==> src/rtl/aes_pkg.sv <==
// Shared definitions for the sequential AES key-schedule engine.
//   - key-length encodings and Nk / Nr lookups
//   - FSM state type
//   - AES S-box and GF(2^8) xtime helpers
package aes_pkg;

    localparam int MAX_NK_DEF = 8;
    localparam int MAX_NR_DEF = 14;

    localparam logic [1:0] KL_128 = 2'b00;
    localparam logic [1:0] KL_192 = 2'b01;
    localparam logic [1:0] KL_256 = 2'b10;

    typedef enum logic [1:0] {
        S_IDLE   = 2'd0,
        S_LOAD   = 2'd1,
        S_EXPAND = 2'd2,
        S_DONE   = 2'd3
    } state_t;

    // Element 0 is the leftmost byte of the concatenation.
    localparam logic [0:255][7:0] SBOX = {
        128'h637c777bf26b6fc53001672bfed7ab76,
        128'hca82c97dfa5947f0add4a2af9ca472c0,
        128'hb7fd9326363ff7cc34a5e5f171d83115,
        128'h04c723c31896059a071280e2eb27b275,
        128'h09832c1a1b6e5aa0523bd6b329e32f84,
        128'h53d100ed20fcb15b6acbbe394a4c58cf,
        128'hd0efaafb434d338545f9027f503c9fa8,
        128'h51a3408f929d38f5bcb6da2110fff3d2,
        128'hcd0c13ec5f974417c4a77e3d645d1973,
        128'h60814fdc222a908846eeb814de5e0bdb,
        128'he0323a0a4906245cc2d3ac629195e479,
        128'he7c8376d8dd54ea96c56f4ea657aae08,
        128'hba78252e1ca6b4c6e8dd741f4bbd8b8a,
        128'h703eb5664803f60e613557b986c11d9e,
        128'he1f8981169d98e949b1e87e9ce5528df,
        128'h8ca1890dbfe6426841992d0fb054bb16
    };

    function automatic logic [7:0] sbox(input logic [7:0] x);
        return SBOX[x];
    endfunction

    function automatic logic [7:0] xtime(input logic [7:0] x);
        return {x[6:0], 1'b0} ^ (x[7] ? 8'h1b : 8'h00);
    endfunction

    // Reserved encoding 2'b11 falls through to the AES-128 values.
    function automatic logic [3:0] nk_of(input logic [1:0] kl);
        case (kl)
            KL_192:  return 4'd6;
            KL_256:  return 4'd8;
            default: return 4'd4;
        endcase
    endfunction

    function automatic logic [3:0] nr_of(input logic [1:0] kl);
        case (kl)
            KL_192:  return 4'd12;
            KL_256:  return 4'd14;
            default: return 4'd10;
        endcase
    endfunction

endpackage

==> src/rtl/aes_sub_word.sv <==
// SubWord: applies the AES S-box to each byte of a 32-bit word.
//   word   in  32  input word
//   result out 32  byte-wise substituted word
module aes_sub_word
    import aes_pkg::*;
(
    input  logic [31:0] word,
    output logic [31:0] result
);

    assign result = {sbox(word[31:24]), sbox(word[23:16]),
                     sbox(word[15:8]),  sbox(word[7:0])};

endmodule

==> src/rtl/aes_key_schedule_seq.sv <==
// Sequential AES key-schedule engine: expands one 32-bit word per clock into
// an internal word file, AES-128/192/256 selected per run by key_len.
//   clk        in   1    rising-edge clock
//   rst        in   1    asynchronous active-high reset
//   start      in   1    run request, honoured only in IDLE
//   key_len    in   2    00=128, 01=192, 10=256, 11=treated as 128
//   key        in   256  cipher key, MSB-first, left-aligned
//   busy       out  1    run in progress (LOAD / EXPAND)
//   done       out  1    one-cycle pulse after the final word is written
//   key_valid  out  1    word file holds a complete schedule
//   nr         out  4    round count of the stored schedule
//   rk_idx     in   4    round-key index to read
//   rk_data    out  128  round key rk_idx, zero when invalid or out of range
module aes_key_schedule_seq
    import aes_pkg::*;
#(
    parameter int MAX_NK = MAX_NK_DEF,
    parameter int MAX_NR = MAX_NR_DEF
) (
    input  logic         clk,
    input  logic         rst,
    input  logic         start,
    input  logic [1:0]   key_len,
    input  logic [255:0] key,
    output logic         busy,
    output logic         done,
    output logic         key_valid,
    output logic [3:0]   nr,
    input  logic [3:0]   rk_idx,
    output logic [127:0] rk_data
);

    localparam int DEPTH = 4 * (MAX_NR + 1);

    state_t        state;
    state_t        state_next;
    logic [1:0]    kl;
    logic [255:0]  key_hold;
    logic [5:0]    idx;
    logic [2:0]    kmod;
    logic [7:0]    rcon;
    logic [31:0]   w [DEPTH];

    logic [3:0]    nk;
    logic [3:0]    nr_cur;
    logic [5:0]    last_idx;
    logic          last_word;
    logic          accept;
    logic [31:0]   temp;
    logic [31:0]   prev;
    logic [31:0]   sub_in;
    logic [31:0]   sub_out;
    logic [31:0]   new_word;
    logic [3:0]    rk_sel;
    logic [5:0]    rk_base;

    assign nk        = nk_of(kl);
    assign nr_cur    = nr_of(kl);
    assign last_idx  = {nr_cur, 2'b00} + 6'd3;
    assign last_word = (idx == last_idx);
    assign accept    = (state == S_IDLE) && start;

    assign temp = w[idx - 6'd1];
    assign prev = w[idx - {2'b00, nk}];

    // Single S-box bank shared by the RotWord path (i%Nk==0) and the
    // AES-256 mid-key path (i%Nk==4).
    assign sub_in = (kmod == 3'd0) ? {temp[23:0], temp[31:24]} : temp;

    aes_sub_word u_sub_word (
        .word   (sub_in),
        .result (sub_out)
    );

    always_comb begin
        new_word = prev ^ temp;
        if (kmod == 3'd0) begin
            new_word = prev ^ sub_out ^ {rcon, 24'h000000};
        end else if ((nk == 4'd8) && (kmod == 3'd4)) begin
            new_word = prev ^ sub_out;
        end
    end

    // FSM: state register
    always_ff @(posedge clk or posedge rst) begin
        if (rst) begin
            state <= S_IDLE;
        end else begin
            state <= state_next;
        end
    end

    // FSM: next state
    always_comb begin
        state_next = state;
        case (state)
            S_IDLE:   if (start) state_next = S_LOAD;
            S_LOAD:   state_next = S_EXPAND;
            S_EXPAND: if (last_word) state_next = S_DONE;
            S_DONE:   state_next = S_IDLE;
            default:  state_next = S_IDLE;
        endcase
    end

    // FSM: outputs
    always_comb begin
        busy = 1'b0;
        done = 1'b0;
        case (state)
            S_LOAD, S_EXPAND: busy = 1'b1;
            S_DONE:           done = 1'b1;
            default:          ;
        endcase
    end

    // Control datapath: run parameters, word index, modulo counter, rcon.
    always_ff @(posedge clk or posedge rst) begin
        if (rst) begin
            kl        <= KL_128;
            key_hold  <= '0;
            idx       <= '0;
            kmod      <= '0;
            rcon      <= '0;
            nr        <= '0;
            key_valid <= 1'b0;
        end else begin
            if (accept) begin
                kl        <= (key_len == 2'b11) ? KL_128 : key_len;
                key_hold  <= key;
                key_valid <= 1'b0;
            end
            if (state == S_LOAD) begin
                idx  <= {2'b00, nk};
                kmod <= '0;
                rcon <= 8'h01;
            end
            if (state == S_EXPAND) begin
                if (last_word) begin
                    // Publish on entry to DONE so the schedule is readable
                    // in the same cycle as the done pulse.
                    key_valid <= 1'b1;
                    nr        <= nr_cur;
                end else begin
                    idx <= idx + 6'd1;
                end
                kmod <= ({1'b0, kmod} == (nk - 4'd1)) ? 3'd0 : kmod + 3'd1;
                if (kmod == 3'd0) begin
                    rcon <= xtime(rcon);
                end
            end
        end
    end

    // Word file is not reset; every read is gated by key_valid.
    always_ff @(posedge clk) begin
        if (state == S_LOAD) begin
            for (int j = 0; j < MAX_NK; j++) begin
                w[j] <= key_hold[255 - 32*j -: 32];
            end
        end else if (state == S_EXPAND) begin
            w[idx] <= new_word;
        end
    end

    // Clamp keeps the address in range for rk_idx=15; the result is zeroed anyway.
    assign rk_sel  = (rk_idx > 4'(MAX_NR)) ? 4'(MAX_NR) : rk_idx;
    assign rk_base = {rk_sel, 2'b00};

    always_comb begin
        rk_data = '0;
        if (key_valid && (rk_idx <= nr)) begin
            rk_data = {w[rk_base], w[rk_base + 6'd1], w[rk_base + 6'd2], w[rk_base + 6'd3]};
        end
    end

endmodule

==> config.mk <==
export PLATFORM = sky130hd
export DESIGN_NAME = aes_key_schedule_seq
export DESIGN_NICKNAME = d
export VERILOG_FILES = /design/src/rtl/aes_pkg.sv /design/src/rtl/aes_sub_word.sv /design/src/rtl/aes_key_schedule_seq.sv
export SDC_FILE = /design/constraint.sdc
export NUM_CORES = 2
export LEC_CHECK = 0
export CELL_PAD_IN_SITES_DETAIL_PLACEMENT = 2
export CELL_PAD_IN_SITES_GLOBAL_PLACEMENT = 2
export CORE_AREA = 3 3 732 807
export CTS_CLUSTER_SIZE = 25
export DETAILED_ROUTE_END_ITERATION = 10
export DIE_AREA = 0 0 735 810
export PLACE_DENSITY = 0.54
export SKIP_LAST_GASP = 1
export SYNTH_ARGS = -nofsm -noshare
export SYNTH_HDL_FRONTEND = slang
export SYNTH_SLANG_ARGS = --single-unit
==> constraint.sdc <==
create_clock -name clk -period 10.4 [get_ports clk]
set_input_delay 2.6 -clock clk [delete_from_list [all_inputs] [get_ports clk]]
set_output_delay 2.6 -clock clk [all_outputs]
set_load 0.01 [all_outputs]
==> run metrics <==
# rows=294; HPWL Detailed=527,000 um; Max Slew Vio Count=0; I/O pin total=400; fin crit share=0.909; DIE HEIGHT=810 um; async set-reset flop share out of synthesis=0.121; WP data arrival=10.06 ns; sequential area share after synthesis=0.491; Setup crit end kind=flip-flop; Post-Syn Area=140,000 um2; status=finished clean; CTS Buf Count=276; utilization after layout=0.283; routability congestion estimate=0.936; Worst Tran Pin Value=1.39 ns; Clock Latency Late Sink=0.96 ns; Max Clk Rate=0.106 GHz; MaxCap Viol Count=0; startpoint types=flip-flop; Fillers=60,722; TNS Setup=0 ns; Post-Synthesis Mean Instance Area=14.9 um2; Clock transition at path regs=0.06 ns; relative slew slack=0.0689; clk buf depth=4; routed wire length per instance=43.5 um; Req. time, crit path=11.01 ns; # clock sinks=2,329; Setup violations, final=0; first-pass GRT wire length=1,030,000 um; flops & latches, synth=2,329; H-Tree Depth=5; Syn-to-layout area delta=18.3%; CP max-delay cell=a211oi_2; Post-Syn Instances=9,377; root buffer cell=clkbuf_16; # DRC=0; IO Port Bufs=398; most frequent CP cell=buf_4; Crit path buffers/inverters=7; Max FO, Critical Path=56; Starting Density=0.240; initial antenna violation count=89; shortest period the worst path allows=9.45 ns; die width=735 um; final setup skew=0.0651 ns; Post-CTS Setup Bufs=0; prevailing post-synth register cell=edfxtp_1; post-route antenna net violation count=0; initial drt markers=14,483; Cell Chain, Critical Path=inv_1, ha_4, buf_4, mux4_2, mux2_2, o221ai_1, o22ai_2, mux2_2, buf_4, ha_1, buf_4, a211oi_1, a2111oi_0, or4_1, o211ai_1, a211oi_2, a21oi_2, buf_12, xnor2_2, inv_1, buf_12; vias in the first global route=108,383; worst setup path category=flip-flop to flip-flop; core area=583,000 um2; Post-Syn Nets=9,716; GRT Total Usage=0.253; Fin. Hold Viols=0; post-synth cell types=115; slowest cell delay on critical path=1.05 ns; unrepaired setup endpoints after global routing=no; share of layout cells above drive strength 1=0.326; total grt overflow=0; Die ar.=595,000 um2; Layout Nets=10,112; DR pass1 iterations=6; cts-stage hold buffer count=0; post_cts resized=0; TritonCTS clock tree=yes; crit-path leading delay family=compound AO/OA/AOI/OAI gates; worst hold-check path type=flip-flop to flip-flop; vias=105,796; Post-synth EDFFs=2,048; final wirelength=776,000 um; YS warnings=0; largest net degree at the start of global routing=169; vias per cell=5.93
-- area by class of cell --
class | instances | area (um2) | area share
inverter | 83 | 320 | 0.00194
tap | 7696 | 9630 | 0.0583
antenna | 167 | 418 | 0.00253
timing repair buffer | 1005 | 9520 | 0.0577
multi-input combinational | 6078 | 67700 | 0.410
clock buffer | 355 | 7560 | 0.0458
clock inverter | 141 | 1460 | 0.00884
sequential | 2329 | 68500 | 0.415
-- Yosys cell counts (all sizes together) (28+ instances only) --
cell type / instances / area share
a211oi: 212 / 0.012
a21oi: 423 / 0.015
a221oi: 37 / 0.0024
a311oi: 44 / 0.0028
a31oi: 72 / 0.0032
and3: 50 / 0.0022
buf: 408 / 0.017
clkbuf: 479 / 0.013
dfrtp: 281 / 0.050
edfxtp: 2048 / 0.44
ha: 73 / 0.0065
inv: 80 / 0.0022
mux2: 387 / 0.031
mux2i: 405 / 0.030
mux4: 1632 / 0.26
nand2: 668 / 0.018
nand2b: 43 / 0.0019
nand3: 132 / 0.0048
nor2: 382 / 0.010
nor2b: 274 / 0.012
nor3: 81 / 0.0029
o211ai: 85 / 0.0047
o21ai: 464 / 0.017
o22ai: 42 / 0.0019
o311ai: 28 / 0.0018
o31ai: 32 / 0.0019
xnor2: 40 / 0.0028
xor2: 29 / 0.0024
-- cells by family (layout without fill, tap and decap cells) --
logic type / count (synthesis) / in the layout / share of synthesized area
muxes: 2424 / 2424 / 0.324
DFF: 2329 / 2329 / 0.491
and+or+nand+nor: 1774 / 1774 / 0.0596
AOI/OAI and AO/OA: 1736 / 1736 / 0.0810
buffers and inverters: 970 / 1584 / 0.0325
adders and majority gates: 74 / 74 / 0.00668
xor gates and xnor gates: 69 / 69 / 0.00519
other: 1 / 168 / 0.0000269
-- cells in the final DEF, fill, tap and decap left out, drive strengths merged, types with 22 or more instances in the layout --
cell and instances:
a2111oi 22, a211oi 212, a21oi 423, a221oi 37, a22oi 23, a311oi 44
a31oi 72, a32oi 22, and3 50, buf 611, bufinv 26, clkbuf 355
clkdlybuf4s50 394, clkinv 91, dfrtp 281, diode 167, edfxtp 2048, ha 73
inv 94, mux2 387, mux2i 405, mux4 1632, nand2 668, nand2b 43
nand3 132, nand4 23, nor2 382, nor2b 274, nor3 81, nor4 22
o211ai 85, o21ai 464, o22ai 42, o311ai 28, o31ai 32, xnor2 40
xor2 29
-- worst register-to-register path, delay by kind of cell (launching register included) --
| kind | cells | cell delay (ns) |
|---|---|---|
| AOI/OAI and AO/OA | 7 | 3.23 |
| xor gates and xnor gates | 1 | 0.34 |
| adders and majority gates | 2 | 1.23 |
| buffers and inverters | 7 | 2.13 |
| DFF | 1 | 0.77 |
| muxes | 3 | 1.16 |
| and+or+nand+nor | 1 | 0.26 |
-- per-stage QoR --
| step | area, um2 | hold WS [ns] | worst slack (ns) | std cells |
|---|---|---|---|---|
| floorplan | 140000 | 0.475 | 0.0495 | 9377 |
| global placement | 156000 | 0.488 | 1.21 | 17190 |
| detailed placement | 156000 | 0.492 | 1.28 | 17191 |
| CTS | 165000 | 0.506 | 1.20 | 17687 |
| global route | 165000 | 0.517 | 0.841 | 17837 |
| finish | 165000 | 0.503 | 0.951 | 17854 |
-- flip-flops by register name, indices dropped and copies added (netlist names) --
register,flops
state,2
key_valid,1
kl,2
nr,3
key_hold,256
idx,6
rcon,8
kmod,3
w,2048
-- routing by layer --
metal | global-route usage | vias to the layer above | part of all wire
li1 | - | 39643 | -
met1 | 0.315 | 58663 | 0.38
met2 | 0.407 | 6120 | 0.47
met3 | 0.0440 | 1348 | 0.077
met4 | 0.158 | 22 | 0.070
met5 | 0 | - | 0.00019
-- final timing paths --
kind | from | to | slack [ns] | cells after the start
setup reg to reg | idx[1] | w[48][2] | 0.95 | 21
max in group asynchronous | rst | key_hold[169] | 6.50 | 4
hold reg to reg | key_hold[234] | key_hold[234] | 0.50 | 1
hold / removal | key_hold[234] | key_hold[234] | 0.50 | 1
min in group asynchronous | rst | key_hold[195] | 2.09 | 2
setup / recovery | idx[1] | w[48][2] | 0.95 | 21
Power is left out: the tool's default activity adds up to more than one toggle a clock period on the data nets, which glitch-free logic cannot reach.
